File: config.mk
export PLATFORM = sky130hd
export DESIGN_NAME = outport_uart_flat
export DESIGN_NICKNAME = d
export VERILOG_FILES = /design/src/rtl/outport_uart_if.sv /design/src/rtl/outport_uart.sv /design/src/flat_wrapper.sv
export SDC_FILE = /design/constraint.sdc
export NUM_CORES = 1
export LEC_CHECK = 0
export BUFFER_PORTS_ARGS = -buffer_cell sky130_fd_sc_hd__buf_2
export CAP_MARGIN = 10
export CORE_ASPECT_RATIO = 0.6
export CORE_MARGIN = 5
export CORE_UTILIZATION = 45
export CTS_BUF_LIST = sky130_fd_sc_hd__clkbuf_4 sky130_fd_sc_hd__clkbuf_8
export DETAILED_ROUTE_END_ITERATION = 8
export GPL_ROUTABILITY_DRIVEN = 0
export GPL_TIMING_DRIVEN = 0
export SLEW_MARGIN = 20
export SYNTH_ARGS = -nofsm -noshare
export SYNTH_HDL_FRONTEND = slang
export SYNTH_SLANG_ARGS = --single-unit
export TNS_END_PERCENT = 10
File: constraint.sdc
create_clock -name OUTPORT_UART_CLOCK_50 -period 5.35 [get_ports OUTPORT_UART_CLOCK_50]
set_clock_uncertainty 0.05 [all_clocks]
set_input_delay 0.8025 -clock OUTPORT_UART_CLOCK_50 [delete_from_list [all_inputs] [get_ports OUTPORT_UART_CLOCK_50]]
set_output_delay 0.8025 -clock OUTPORT_UART_CLOCK_50 [all_outputs]
set_load 0.01 [all_outputs]
File: src/rtl/outport_uart_if.sv
// outport_uart_if -- bundles the datapath word input and the UART status/line
// outputs of outport_uart. The master side drives the word; the slave (the
// UART itself) drives the serial line and the FIFO status.
interface outport_uart_if #(
   parameter int DATAWIDTH_BUS = 32,
   parameter int FIFO_DEPTH    = 4
);
   localparam int CW = $clog2(FIFO_DEPTH) + 1;

   logic [DATAWIDTH_BUS-1:0] OUTPORT_UART_Data_InBus;
   logic                     OUTPORT_UART_TX_Out;
   logic                     OUTPORT_UART_Busy_Out;
   logic                     OUTPORT_UART_Full_Out;
   logic                     OUTPORT_UART_Overflow_Out;
   logic [CW-1:0]            OUTPORT_UART_Count_OutBus;

   modport master (
      output OUTPORT_UART_Data_InBus,
      input  OUTPORT_UART_TX_Out,
      input  OUTPORT_UART_Busy_Out,
      input  OUTPORT_UART_Full_Out,
      input  OUTPORT_UART_Overflow_Out,
      input  OUTPORT_UART_Count_OutBus
   );

   modport slave (
      input  OUTPORT_UART_Data_InBus,
      output OUTPORT_UART_TX_Out,
      output OUTPORT_UART_Busy_Out,
      output OUTPORT_UART_Full_Out,
      output OUTPORT_UART_Overflow_Out,
      output OUTPORT_UART_Count_OutBus
   );
endinterface

File: src/rtl/outport_uart.sv
// outport_uart -- watches the datapath output register word; every change is
// queued in a small circular word FIFO and sent out on a UART line as four
// bytes, least significant byte first, 8 data bits LSB-first, one stop bit.
// Optional feature: define OUTPORT_UART_PARITY_EN to add one even-parity bit
// after the data bits of every byte.
module outport_uart #(
   parameter int DATAWIDTH_BUS = 32,
   parameter int CLKS_PER_BIT  = 434,
   parameter int FIFO_DEPTH    = 4
) (
   input logic           OUTPORT_UART_CLOCK_50,
   input logic           OUTPORT_UART_ResetInHigh_In,
   outport_uart_if.slave bus
);
   localparam int AW = $clog2(FIFO_DEPTH);
   localparam int CW = AW + 1;
   localparam int TW = (CLKS_PER_BIT > 2) ? $clog2(CLKS_PER_BIT) : 1;
   localparam logic [CW-1:0] DEPTH_C  = CW'(FIFO_DEPTH);
   localparam logic [TW-1:0] TIMER_MAX = TW'(CLKS_PER_BIT - 1);

   typedef enum logic [2:0] {
      IDLE,
      START,
      DATA,
      PARITY,
      STOP
   } state_t;

   logic                     clk;
   logic                     rst;
   logic [DATAWIDTH_BUS-1:0] data_in;

   logic [DATAWIDTH_BUS-1:0] last;
   logic [DATAWIDTH_BUS-1:0] mem [FIFO_DEPTH];
   logic [AW-1:0]            wr_ptr;
   logic [AW-1:0]            rd_ptr;
   logic [CW-1:0]            count;
   logic                     overflow;

   state_t                   state;
   logic [TW-1:0]            timer;
   logic [2:0]               bit_idx;
   logic [1:0]               byte_idx;
   logic [DATAWIDTH_BUS-1:0] shreg;
   logic                     tx;
`ifdef OUTPORT_UART_PARITY_EN
   logic                     par;
`endif

   logic change;
   logic pop;
   logic push;
   logic bit_end;

   assign clk     = OUTPORT_UART_CLOCK_50;
   assign rst     = OUTPORT_UART_ResetInHigh_In;
   assign data_in = bus.OUTPORT_UART_Data_InBus;

   assign change  = (data_in != last);
   assign pop     = (state == IDLE) && (count != '0);
   // A full FIFO still accepts a word when the transmitter frees a slot on the same edge.
   assign push    = change && ((count < DEPTH_C) || pop);
   assign bit_end = (timer == TIMER_MAX);

   // Word storage: written on every accepted push, no reset needed.
   always_ff @(posedge clk) begin
      if (push) begin
         mem[wr_ptr] <= data_in;
      end
   end

   // Change detection, FIFO pointers, occupancy and sticky overflow flag.
   always_ff @(posedge clk or posedge rst) begin
      if (rst) begin
         last     <= '0;
         wr_ptr   <= '0;
         rd_ptr   <= '0;
         count    <= '0;
         overflow <= 1'b0;
      end else begin
         if (change) begin
            last <= data_in;
         end
         if (push) begin
            wr_ptr <= wr_ptr + AW'(1);
         end
         if (pop) begin
            rd_ptr <= rd_ptr + AW'(1);
         end
         case ({push, pop})
            2'b10:   count <= count + CW'(1);
            2'b01:   count <= count - CW'(1);
            default: count <= count;
         endcase
         if (change && !push) begin
            overflow <= 1'b1;
         end
      end
   end

   // Transmit FSM: pops a word, then sends four framed bytes with a registered line output.
   always_ff @(posedge clk or posedge rst) begin
      if (rst) begin
         state    <= IDLE;
         timer    <= '0;
         bit_idx  <= '0;
         byte_idx <= '0;
         shreg    <= '0;
         tx       <= 1'b1;
`ifdef OUTPORT_UART_PARITY_EN
         par      <= 1'b0;
`endif
      end else begin
         case (state)
            IDLE: begin
               timer <= '0;
               tx    <= 1'b1;
               if (pop) begin
                  shreg    <= mem[rd_ptr];
                  byte_idx <= '0;
                  state    <= START;
                  tx       <= 1'b0;
               end
            end

            START: begin
               if (bit_end) begin
                  timer   <= '0;
                  bit_idx <= '0;
                  state   <= DATA;
                  tx      <= shreg[0];
`ifdef OUTPORT_UART_PARITY_EN
                  par     <= 1'b0;
`endif
               end else begin
                  timer <= timer + TW'(1);
               end
            end

            // The shift register moves one bit per data bit, so after eight
            // shifts the next byte already sits in the low eight bits.
            DATA: begin
               if (bit_end) begin
                  timer <= '0;
                  shreg <= {1'b0, shreg[DATAWIDTH_BUS-1:1]};
`ifdef OUTPORT_UART_PARITY_EN
                  par   <= par ^ shreg[0];
`endif
                  if (bit_idx == 3'd7) begin
`ifdef OUTPORT_UART_PARITY_EN
                     state <= PARITY;
                     tx    <= par ^ shreg[0];
`else
                     state <= STOP;
                     tx    <= 1'b1;
`endif
                  end else begin
                     bit_idx <= bit_idx + 3'd1;
                     tx      <= shreg[1];
                  end
               end else begin
                  timer <= timer + TW'(1);
               end
            end

`ifdef OUTPORT_UART_PARITY_EN
            PARITY: begin
               if (bit_end) begin
                  timer <= '0;
                  state <= STOP;
                  tx    <= 1'b1;
               end else begin
                  timer <= timer + TW'(1);
               end
            end
`endif

            STOP: begin
               if (bit_end) begin
                  timer <= '0;
                  if (byte_idx != 2'd3) begin
                     byte_idx <= byte_idx + 2'd1;
                     state    <= START;
                     tx       <= 1'b0;
                  end else begin
                     state <= IDLE;
                     tx    <= 1'b1;
                  end
               end else begin
                  timer <= timer + TW'(1);
               end
            end

            default: begin
               state <= IDLE;
               timer <= '0;
               tx    <= 1'b1;
            end
         endcase
      end
   end

   assign bus.OUTPORT_UART_TX_Out       = tx;
   assign bus.OUTPORT_UART_Busy_Out     = (state != IDLE);
   assign bus.OUTPORT_UART_Full_Out     = (count == DEPTH_C);
   assign bus.OUTPORT_UART_Overflow_Out = overflow;
   assign bus.OUTPORT_UART_Count_OutBus = count;
endmodule

File: src/flat_wrapper.sv
// flat-port wrapper written by rule: the top's interface ports become plain ports
module outport_uart_flat 
#(
   parameter int DATAWIDTH_BUS = 32,
   parameter int CLKS_PER_BIT  = 434,
   parameter int FIFO_DEPTH    = 4
)
  (OUTPORT_UART_CLOCK_50, OUTPORT_UART_ResetInHigh_In, bus_OUTPORT_UART_Data_InBus, bus_OUTPORT_UART_TX_Out, bus_OUTPORT_UART_Busy_Out, bus_OUTPORT_UART_Full_Out, bus_OUTPORT_UART_Overflow_Out, bus_OUTPORT_UART_Count_OutBus);
  outport_uart_if #(.DATAWIDTH_BUS(DATAWIDTH_BUS), .FIFO_DEPTH(FIFO_DEPTH)) bus_i ();
  input logic OUTPORT_UART_CLOCK_50;
  input logic OUTPORT_UART_ResetInHigh_In;
  input wire logic [$bits(bus_i.OUTPORT_UART_Data_InBus)-1:0] bus_OUTPORT_UART_Data_InBus;
  output wire logic [$bits(bus_i.OUTPORT_UART_TX_Out)-1:0] bus_OUTPORT_UART_TX_Out;
  output wire logic [$bits(bus_i.OUTPORT_UART_Busy_Out)-1:0] bus_OUTPORT_UART_Busy_Out;
  output wire logic [$bits(bus_i.OUTPORT_UART_Full_Out)-1:0] bus_OUTPORT_UART_Full_Out;
  output wire logic [$bits(bus_i.OUTPORT_UART_Overflow_Out)-1:0] bus_OUTPORT_UART_Overflow_Out;
  output wire logic [$bits(bus_i.OUTPORT_UART_Count_OutBus)-1:0] bus_OUTPORT_UART_Count_OutBus;
  assign bus_i.OUTPORT_UART_Data_InBus = bus_OUTPORT_UART_Data_InBus;
  assign bus_OUTPORT_UART_TX_Out = bus_i.OUTPORT_UART_TX_Out;
  assign bus_OUTPORT_UART_Busy_Out = bus_i.OUTPORT_UART_Busy_Out;
  assign bus_OUTPORT_UART_Full_Out = bus_i.OUTPORT_UART_Full_Out;
  assign bus_OUTPORT_UART_Overflow_Out = bus_i.OUTPORT_UART_Overflow_Out;
  assign bus_OUTPORT_UART_Count_OutBus = bus_i.OUTPORT_UART_Count_OutBus;
  outport_uart #(.DATAWIDTH_BUS(DATAWIDTH_BUS), .CLKS_PER_BIT(CLKS_PER_BIT), .FIFO_DEPTH(FIFO_DEPTH)) u_core (.OUTPORT_UART_CLOCK_50(OUTPORT_UART_CLOCK_50), .OUTPORT_UART_ResetInHigh_In(OUTPORT_UART_ResetInHigh_In), .bus(bus_i));
endmodule
==> impl_metrics.json, run 1 <==
{
  "status": "complete, no violations",
  "reg2reg_slack_ns": 1.96,
  "synth.avg_cell_area_sq_um": 16.1,
  "rows": 39,
  "ys_ff_latch": 218,
  "synthArstFlopShare_pct": 41.3,
  "ys_seq_area_share_pct": 68.3,
  "cp_data_required_time_ns": 5.72,
  "setup_ws_ns": 1.90,
  "hpwlAfterDp_mm": 12.2,
  "rsz0062_at_grt": "no",
  "worstMarginPinSlew_ns": 0.992,
  "powerDensity_nw_per_um2": 326,
  "crit_start": "bus_OUTPORT_UART_Data_InBus[9]",
  "critPathMaxFanout": 7,
  "slowest_delay_ns": 0.93,
  "root_buffer": "clkbuf_8",
  "grt_usage_pct": 16.3,
  "finalSetupTns_ns": 0,
  "antenna_found_initial": 0,
  "power_mw": 3.37,
  "die_h_um": 119,
  "grt_pass1_wl_mm": 28.3,
  "synth-edff-count": 128,
  "nets": 680,
  "worstSetupPathType": "input pin to flip-flop",
  "num_antenna_cells": 0,
  "timing.rr.start": "u_core.last[9]$_DFFE_PP0P_",
  "cts_tree": "yes",
  "io_buffers": 40,
  "max_cap_viol_count": 0,
  "dieWidth_um": 192,
  "core_sq_um": 19300,
  "period_needed_ns": 3.45,
  "io-pin-count": 41,
  "synthCells": 554,
  "drt_wl_total_mm": 18.2,
  "ant_nets": 0,
  "grt_start_max_net_pins": 49,
  "cp-start-kind": "input pin",
  "finalSetupViolations": 0,
  "post-route-drc-count": 0,
  "via_per_inst": 5.09,
  "initial_core_util_pct": 46.3,
  "initialDrtViolationCount": 289,
  "maxSlewViolCount": 0,
  "pre_cts_slack_ns": 1.41,
  "cts_buffer_depth": 3,
  "cp.arrival_ns": 3.82,
  "synthDistinctLibCells": 48,
  "clock-sinks": 218,
  "cts_resized": 0,
  "crit_chain": "buf_2, xnor2_1, nand4_1, nor4_1, a22oi_2, inv_1, ha_1, inv_1, fa_1, xor2_1, nor2_1, xor2_1",
  "synth_nets": 599,
  "fmax_mhz": 290,
  "crit_path_top_delay_cell": "nor4_1",
  "htreeDepth": 2,
  "period_share_pct": 64.5,
  "ys.flop_type": "edfxtp_1",
  "area_growth_pct": 15.6,
  "grt_pass1_vias": 4892,
  "finalHoldViolations": 0,
  "endpoint_kind": "flip-flop",
  "post-cts-setup-buffer-count": 0,
  "slew_headroom_pct": 33.3,
  "peakVddDrop_uv": 227,
  "drive_gt1_share_pct": 30.2,
  "syn_area_sq_um": 8930,
  "cts_hold_buffers": 0,
  "hp-class": "input pin to asynchronous set/reset pin",
  "cts_buffers": 34,
  "path_clk_slew_ns": 0.06,
  "vias": 4717,
  "grt_overflow": 0,
  "drt_first_pass_iters": 4,
  "yosys_warnings": 0,
  "avgRoutedWirePerCell_um": 19.7,
  "clock_latency_ns": 0.49,
  "dieArea_sq_um": 22900,
  "cellLeakagePower_nw": 3.72
}
## cell usage in the layout, fill, tap and decap left out, types with 8 or more instances in the layout
| cell type | Yosys | routed |
|---|---|---|
| a21oi_2 | 28 | 28 |
| buf_2 | 10 | 50 |
| clkbuf_1 | 38 | 38 |
| clkbuf_4 | 0 | 12 |
| clkbuf_8 | 0 | 39 |
| dfrtp_1 | 89 | 89 |
| edfxtp_1 | 128 | 128 |
| ha_1 | 10 | 10 |
| inv_1 | 11 | 10 |
| mux2i_1 | 34 | 34 |
| mux4_2 | 32 | 32 |
| nand4_1 | 8 | 8 |
| nor2_1 | 45 | 45 |
| xnor2_1 | 38 | 38 |
## power breakdown
part	internal, mW	total, mW	switching [mW]	leakage, nW
combinational	0.0324	0.0845	0.0521	1.12
clock	0.850	1.48	0.634	0.385
sequential	1.80	1.80	0.00557	2.21
## metrics by stage
stage | hold slack (ns) | instances | utilization (%) | area, sq um
after floorplan | 0.403 | 554 | - | 8930
after global placement | 0.404 | 860 | 49.1 | 9470
after detailed placement | 0.409 | 865 | 49.8 | 9600
after CTS | 0.295 | 926 | 53.6 | 10300
after global routing | 0.318 | 926 | 53.6 | 10300
final | 0.301 | 926 | 53.6 | 10300
## sequential cells by signal, indices dropped and copies added, names as in the netlist
name / count
u_core.wr_ptr: 2
u_core.last: 32
u_core.bus.OUTPORT_UART_TX_Out: 1
u_core.bus.OUTPORT_UART_Overflow_Out: 1
u_core.bit_idx: 3
u_core.state: 3
u_core.rd_ptr: 2
u_core.timer: 9
u_core.byte_idx: 2
u_core.mem: 128
u_core.bus.OUTPORT_UART_Count_OutBus: 3
u_core.shreg: 32
## worst paths after layout
kind | to | cells after the start
worst min-delay path | u_core.last[12]$_DFFE_PP0P_ | 2
max in group asynchronous | u_core.last[9]$_DFFE_PP0P_ | 3
worst max-delay path | u_core.bus.OUTPORT_UART_Count_OutBus[2]$_DFFE_PP0P_ | 12
worst max register to register | u_core.bus.OUTPORT_UART_Count_OutBus[2]$_DFFE_PP0P_ | 11
min in group OUTPORT_UART_CLOCK_50 | u_core.bus.OUTPORT_UART_Overflow_Out$_DFFE_PP0P_ | 1
worst min register to register | u_core.bus.OUTPORT_UART_Overflow_Out$_DFFE_PP0P_ | 1
## cell type report
type | count | area (sq um)
Timing Repair Buffer | 45 | 323
Buffer | 56 | 272
Clock inverter | 10 | 103
Inverter | 12 | 50.0
Multi-Input combinational cell | 268 | 2520
Tap cell | 266 | 333
Clock buffer | 51 | 627
Sequential cell | 218 | 6100
Fill cell | 1603 | 8950
## logic make-up (layout without fill, tap and decap cells)
kind of cell	count (synthesis)	count (layout)	synth area share, %
compound gates	52	52	4.64
xor+xnor	45	45	4.41
fa+ha+maj	11	11	1.62
buf+inv	68	174	3.54
flops	218	218	68.3
mux	68	68	12.1
simple gates	92	92	5.39
## cell usage after synthesis (4+ instances only)
| cell type | n | share of area [%] |
|---|---|---|
| ha_1 | 10 | 1.4 |
| nor2_1 | 45 | 1.9 |
| nand4_1 | 8 | 0.56 |
| edfxtp_1 | 128 | 43 |
| and2_1 | 4 | 0.28 |
| a21oi_2 | 28 | 2.7 |
| xor2_1 | 7 | 0.69 |
| inv_1 | 11 | 0.46 |
| mux2i_1 | 34 | 3.8 |
| buf_2 | 10 | 0.56 |
| clkbuf_1 | 38 | 1.6 |
| nand3_1 | 7 | 0.39 |
| xnor2_1 | 38 | 3.7 |
| buf_6 | 5 | 0.63 |
| a21oi_1 | 7 | 0.39 |
| o21ai_0 | 5 | 0.28 |
| mux4_2 | 32 | 8.1 |
| dfrtp_1 | 89 | 25 |
| nand2_1 | 7 | 0.29 |
## routing by layer
metal | share of wire [%] | GRT usage [%] | vias up
met5 | 0 | 0 | -
met4 | 1.3 | 3.90 | 0
met3 | 4.8 | 3.25 | 23
met2 | 43 | 23.4 | 83
met1 | 51 | 25.7 | 2436
li1 | - | - | 2175
## critical path, delay by kind of cell
kind | cells | cell delay [ns]
compound gates | 1 | 0.31
xor+xnor | 3 | 0.46
fa+ha+maj | 2 | 0.58
buf+inv | 3 | 0.31
simple gates | 3 | 1.33
(Power assumes the default switching activity.)
==> inputs of run 2 (changes only) <==
clock period = 3.45 ns   (was 5.35 ns; I/O delays follow)
==> run 2 against run 1 <==
Compared with the run above:
- sequential power increased by 55%
- non-clock buffer count unchanged
- first-iteration DRC count increased by 6.9%
- utilization about the same
- die area unchanged
- final area about the same
- highest routed layer unchanged
==> impl_metrics.json, run 2 (synthesis gave the netlist of run 1 again) <==
{
  "clock_latency_ns": 0.49,
  "core_sq_um": 19300,
  "num_antenna_cells": 0,
  "drt_first_pass_iters": 4,
  "root_buffer": "clkbuf_8",
  "dieWidth_um": 192,
  "crit_start": "u_core.last[0]$_DFFE_PP0P_",
  "reg.largest.list": "u_core.mem x128, u_core.last x32, u_core.shreg x32",
  "largest_reg_flops": 128,
  "rsz0062_at_grt": "no",
  "grt_usage_pct": 16.3,
  "finalSetupTns_ns": 0,
  "period_share_pct": 90.9,
  "cts_hold_buffers": 0,
  "rows": 39,
  "area_growth_pct": 15.7,
  "critPathMaxFanout": 7,
  "ant_nets": 0,
  "timing.rr.start": "u_core.last[0]$_DFFE_PP0P_",
  "fmax_mhz": 319,
  "maxSlewViolCount": 0,
  "cts_buffer_depth": 3,
  "via_per_inst": 5.10,
  "grt_start_max_net_pins": 49,
  "cp_data_required_time_ns": 3.82,
  "io_buffers": 40,
  "io-pin-count": 41,
  "drive_gt1_share_pct": 30.3,
  "powerDensity_nw_per_um2": 506,
  "cp-start-kind": "flip-flop",
  "cellLeakagePower_nw": 3.72,
  "worstSetupPathType": "flip-flop to flip-flop",
  "endpoint_kind": "flip-flop",
  "final_cell_mix": "128 x edfxtp_1, 89 x dfrtp_1, 50 x buf_2",
  "power_mw": 5.23,
  "path_delay_family": "simple AND/OR/NAND/NOR gates",
  "status": "complete, no violations",
  "initialDrtViolationCount": 309,
  "cts_buffers": 34,
  "post-cts-setup-buffer-count": 0,
  "hpwlAfterDp_mm": 12.2,
  "finalHoldViolations": 0,
  "cts_tree": "yes",
  "post-route-drc-count": 0,
  "crit_path_top_delay_cell": "nor4_1",
  "clock-sinks": 218,
  "crit_chain": "xnor2_1, nand4_1, nor4_1, a22oi_2, inv_1, ha_1, inv_1, fa_1, xor2_1, nor2_1, xor2_1",
  "slowest_delay_ns": 0.59,
  "max_cap_viol_count": 0,
  "peakVddDrop_uv": 352,
  "top_register": "u_core.mem",
  "nets": 680,
  "drt_wl_total_mm": 18.2,
  "cp.arrival_ns": 3.50,
  "grt_overflow": 0,
  "hp-class": "input pin to asynchronous set/reset pin",
  "dieArea_sq_um": 22900,
  "period_needed_ns": 3.13,
  "slew_headroom_pct": 47.2,
  "vias": 4723,
  "grt_pass1_wl_mm": 28.3,
  "htreeDepth": 2,
  "layout_commonest_cell": "edfxtp_1",
  "antenna_found_initial": 0,
  "finalSetupViolations": 0,
  "initial_core_util_pct": 46.3,
  "grt_pass1_vias": 4892,
  "die_h_um": 119,
  "worstMarginPinSlew_ns": 0.792,
  "avgRoutedWirePerCell_um": 19.6,
  "path_clk_slew_ns": 0.06,
  "crit_buf_inv": 2
}
==> run 2: changes by cell type in the layout (fill, tap and decap cells not counted) <==
| cell | delta |
|---|---|
| nor4_2 | +1 |
| nor4_1 | -1 |
==> run 2: layout make-up <==
class,count,area (sq um)
clock buffers,51,627
multi-input cells,268,2530
flip-flops and latches,218,6100
plain buffers,56,272
well taps,266,333
inverters,12,50.0
clock inverters,10,103
repair buffers,45,323
fillers,1604,8940
==> run 2: final timing paths <==
| check | endpoint | slack (ns) | depth (start not counted) |
|---|---|---|---|
| worst min register to register | u_core.bus.OUTPORT_UART_Overflow_Out$_DFFE_PP0P_ | 0.41 | 1 |
| worst max register to register | u_core.bus.OUTPORT_UART_Count_OutBus[2]$_DFFE_PP0P_ | 0.32 | 11 |
| max in group asynchronous | u_core.last[9]$_DFFE_PP0P_ | 2.72 | 3 |
| worst min-delay path | u_core.last[3]$_DFFE_PP0P_ | 0.01 | 2 |
| worst max-delay path | u_core.bus.OUTPORT_UART_Count_OutBus[2]$_DFFE_PP0P_ | 0.32 | 11 |
| min in group OUTPORT_UART_CLOCK_50 | u_core.mem[1][20]$_DFFE_PP_ | 0.22 | 1 |
==> run 2: repair_timing <==
item,in CTS,in global routing
resized for setup,0,1
setup endpoints to repair,0,1
endpoints found under the hold margin,0,0
==> run 2: power by group <==
group	internal [mW]	total [mW]	switching [mW]
Combinational	0.0503	0.131	0.0810
Clock	1.32	2.30	0.984
Sequential	2.78	2.79	0.00872
==> run 2: layer usage <==
metal  wire length [um]  global-route usage, %  share of wire, %  up-vias
li1                   -                      -                 -     2180
met1               8800                   25.7                48     2420
met2               7870                   23.4                43      100
met3               1260                   3.25               6.9       23
met4                235                   3.90               1.3        0
met5                  0                      0                 0        -
==> run 2: worst register-to-register path, stage by stage, from the launching register on <==
cell,delay (ns)
dfrtp_1,0.37
xnor2_1,0.42
nand4_1,0.17
nor4_1,0.59
a22oi_2,0.29
inv_1,0.11
ha_1,0.20
inv_1,0.07
fa_1,0.39
xor2_1,0.16
nor2_1,0.11
xor2_1,0.14
==> run 2: through the flow <==
| step | hold WS (ns) | util (%) | setup WS (ns) | instances | instance area [sq um] |
|---|---|---|---|---|---|
| 2_1_floorplan | 0.403 | - | 0.549 | 554 | 8930 |
| 4_1_cts | 0.0104 | 53.6 | 0.0572 | 926 | 10300 |
| 3_3_place_gp | 0.404 | 49.1 | -0.805 | 860 | 9470 |
| 6_report | 0.0125 | 53.6 | 0.315 | 926 | 10300 |
| 3_5_place_dp | 0.409 | 49.8 | -0.203 | 865 | 9600 |
| 5_1_grt | 0.0333 | 53.6 | 0.0295 | 926 | 10300 |
==> inputs of run 3 (changes only) <==
CORE_UTILIZATION = 63   (was 45)
PLACE_DENSITY = 0.81   (was unset)
==> run 3 against run 2 <==
Compared with the run above:
- final area is 1.8% lower
- worst hold slack better by 0.16 ns
- cell count is 8.3% lower
- highest routed layer unchanged
==> impl_metrics.json, run 3 (synthesis gave the netlist of run 1 again) <==
{
  "drt_first_pass_iters": 4,
  "hpwlAfterDp_mm": 11.4,
  "peakVddDrop_uv": 370,
  "cp-start-kind": "flip-flop",
  "num_antenna_cells": 0,
  "final_cell_mix": "128 x edfxtp_1, 89 x dfrtp_1, 50 x buf_2",
  "nets": 678,
  "worstMarginPinSlew_ns": 0.931,
  "cts_buffers": 31,
  "grt_overflow": 0,
  "core_sq_um": 13800,
  "drive_gt1_share_pct": 28.9,
  "maxSlewViolCount": 0,
  "rsz0062_at_grt": "no",
  "top_register": "u_core.mem",
  "slew_headroom_pct": 37.4,
  "grt_pass1_vias": 5049,
  "avgRoutedWirePerCell_um": 19.9,
  "area_growth_pct": 13.7,
  "finalSetupViolations": 0,
  "period_needed_ns": 3.28,
  "endpoint_kind": "flip-flop",
  "io_buffers": 40,
  "grt_usage_pct": 21.7,
  "largest_reg_flops": 128,
  "post-route-drc-count": 0,
  "dieArea_sq_um": 16700,
  "dieWidth_um": 164,
  "dp.cells": 791,
  "via_per_inst": 5.61,
  "reg.largest.list": "u_core.mem x128, u_core.last x32, u_core.shreg x32",
  "rows": 33,
  "path_clk_slew_ns": 0.07,
  "post-cts-setup-buffer-count": 0,
  "finalHoldViolations": 0,
  "status": "complete, no violations",
  "cellLeakagePower_nw": 3.68,
  "drt_wl_total_mm": 16.9,
  "cts_tree": "yes",
  "io-pin-count": 41,
  "grt_pass1_wl_mm": 27.6,
  "ant_nets": 0,
  "power_mw": 4.95,
  "antenna_found_initial": 0,
  "die_h_um": 102,
  "final_cells": 849,
  "hp-class": "input pin to flip-flop",
  "critPathMaxFanout": 7,
  "pre_cts_slack_ns": -0.102,
  "clock-sinks": 218,
  "fmax_mhz": 305,
  "grt_start_max_net_pins": 73,
  "cts_buffer_depth": 3,
  "cp_data_required_time_ns": 3.86,
  "setup_ws_ns": 0.166,
  "initial_core_util_pct": 64.8,
  "htreeDepth": 1,
  "powerDensity_nw_per_um2": 488,
  "vias": 4767,
  "max_cap_viol_count": 0,
  "initialDrtViolationCount": 382,
  "period_share_pct": 95.2,
  "root_buffer": "clkbuf_8",
  "layout_commonest_cell": "edfxtp_1",
  "worstSetupPathType": "flip-flop to flip-flop",
  "cp.arrival_ns": 3.70,
  "clock_latency_ns": 0.54
}
[run 3: cell count changes in the layout (fill, tap and decap cells not counted), sizes merged]
cell	previous run	this run
bufinv	2	1
clkbuf	89	82
clkinv	7	12
clkinvlp	1	0
dlygate4sd3	0	1
[run 3: final timing paths]
path                                                                   from                                                   to  slack (ns)  cells after the start
min                                          bus_OUTPORT_UART_Data_InBus[7]                           u_core.mem[2][7]$_DFFE_PP_        0.17                      1
min in group asynchronous                       OUTPORT_UART_ResetInHigh_In                         u_core.shreg[13]$_DFFE_PP0P_        0.42                      3
max                                              u_core.last[9]$_DFFE_PP0P_  u_core.bus.OUTPORT_UART_Count_OutBus[2]$_DFFE_PP0P_        0.17                     11
max reg2reg                                      u_core.last[9]$_DFFE_PP0P_  u_core.bus.OUTPORT_UART_Count_OutBus[2]$_DFFE_PP0P_        0.17                     11
min reg2reg                u_core.bus.OUTPORT_UART_Overflow_Out$_DFFE_PP0P_     u_core.bus.OUTPORT_UART_Overflow_Out$_DFFE_PP0P_        0.42                      1
max in group asynchronous                       OUTPORT_UART_ResetInHigh_In           u_core.bus.OUTPORT_UART_TX_Out$_DFFE_PP1P_        2.29                      4
[run 3: stage by stage]
step | hold slack [ns] | area [sq um] | utilization [%] | setup TNS (ns)
2_1_floorplan | 0.403 | 8930 | - | 0
3_3_place_gp | 0.401 | 9370 | 68.0 | -86.62
4_1_cts | 0.152 | 10200 | 73.6 | 0
6_report | 0.173 | 10200 | 73.6 | 0
3_5_place_dp | 0.403 | 9510 | 69.0 | -0.102
5_1_grt | 0.158 | 10200 | 73.6 | 0
[run 3: timing repair]
item,CTS,global route
resized for setup,0,0
endpoints found under the hold margin,18,0
hold buffers,1,0
[run 3: cell type report]
cell class | instances | area [sq um]
Sequential cell | 218 | 6100
Fill cell | 867 | 3640
Multi-Input combinational cell | 268 | 2520
Clock buffer | 44 | 549
Timing Repair Buffer | 46 | 340
Buffer | 56 | 272
Tap cell | 192 | 240
Clock inverter | 13 | 80.1
Inverter | 12 | 50.0
[run 3: report_power, final]
part	internal [mW]	total (mW)	switching [mW]
registers	2.78	2.79	0.00884
logic	0.0510	0.130	0.0790
clock network	1.10	2.03	0.930
[run 3: worst max-delay path, stage by stage (launching register included)]
cell,delay [ns]
dfrtp_1,0.37
xnor2_1,0.17
nand4_1,0.26
nor4_1,0.88
a22oi_2,0.30
inv_1,0.11
ha_1,0.19
inv_1,0.06
fa_1,0.38
xor2_1,0.16
nor2_1,0.11
xor2_1,0.16
[run 3: per-layer routing]
layer | share of wire, % | global-route usage (%) | vias up
met5 | 0 | 0 | -
met4 | 1.3 | 3.87 | 0
met3 | 5.3 | 3.63 | 23
met2 | 46 | 33.9 | 127
met1 | 47 | 33.6 | 2447
li1 | - | - | 2170
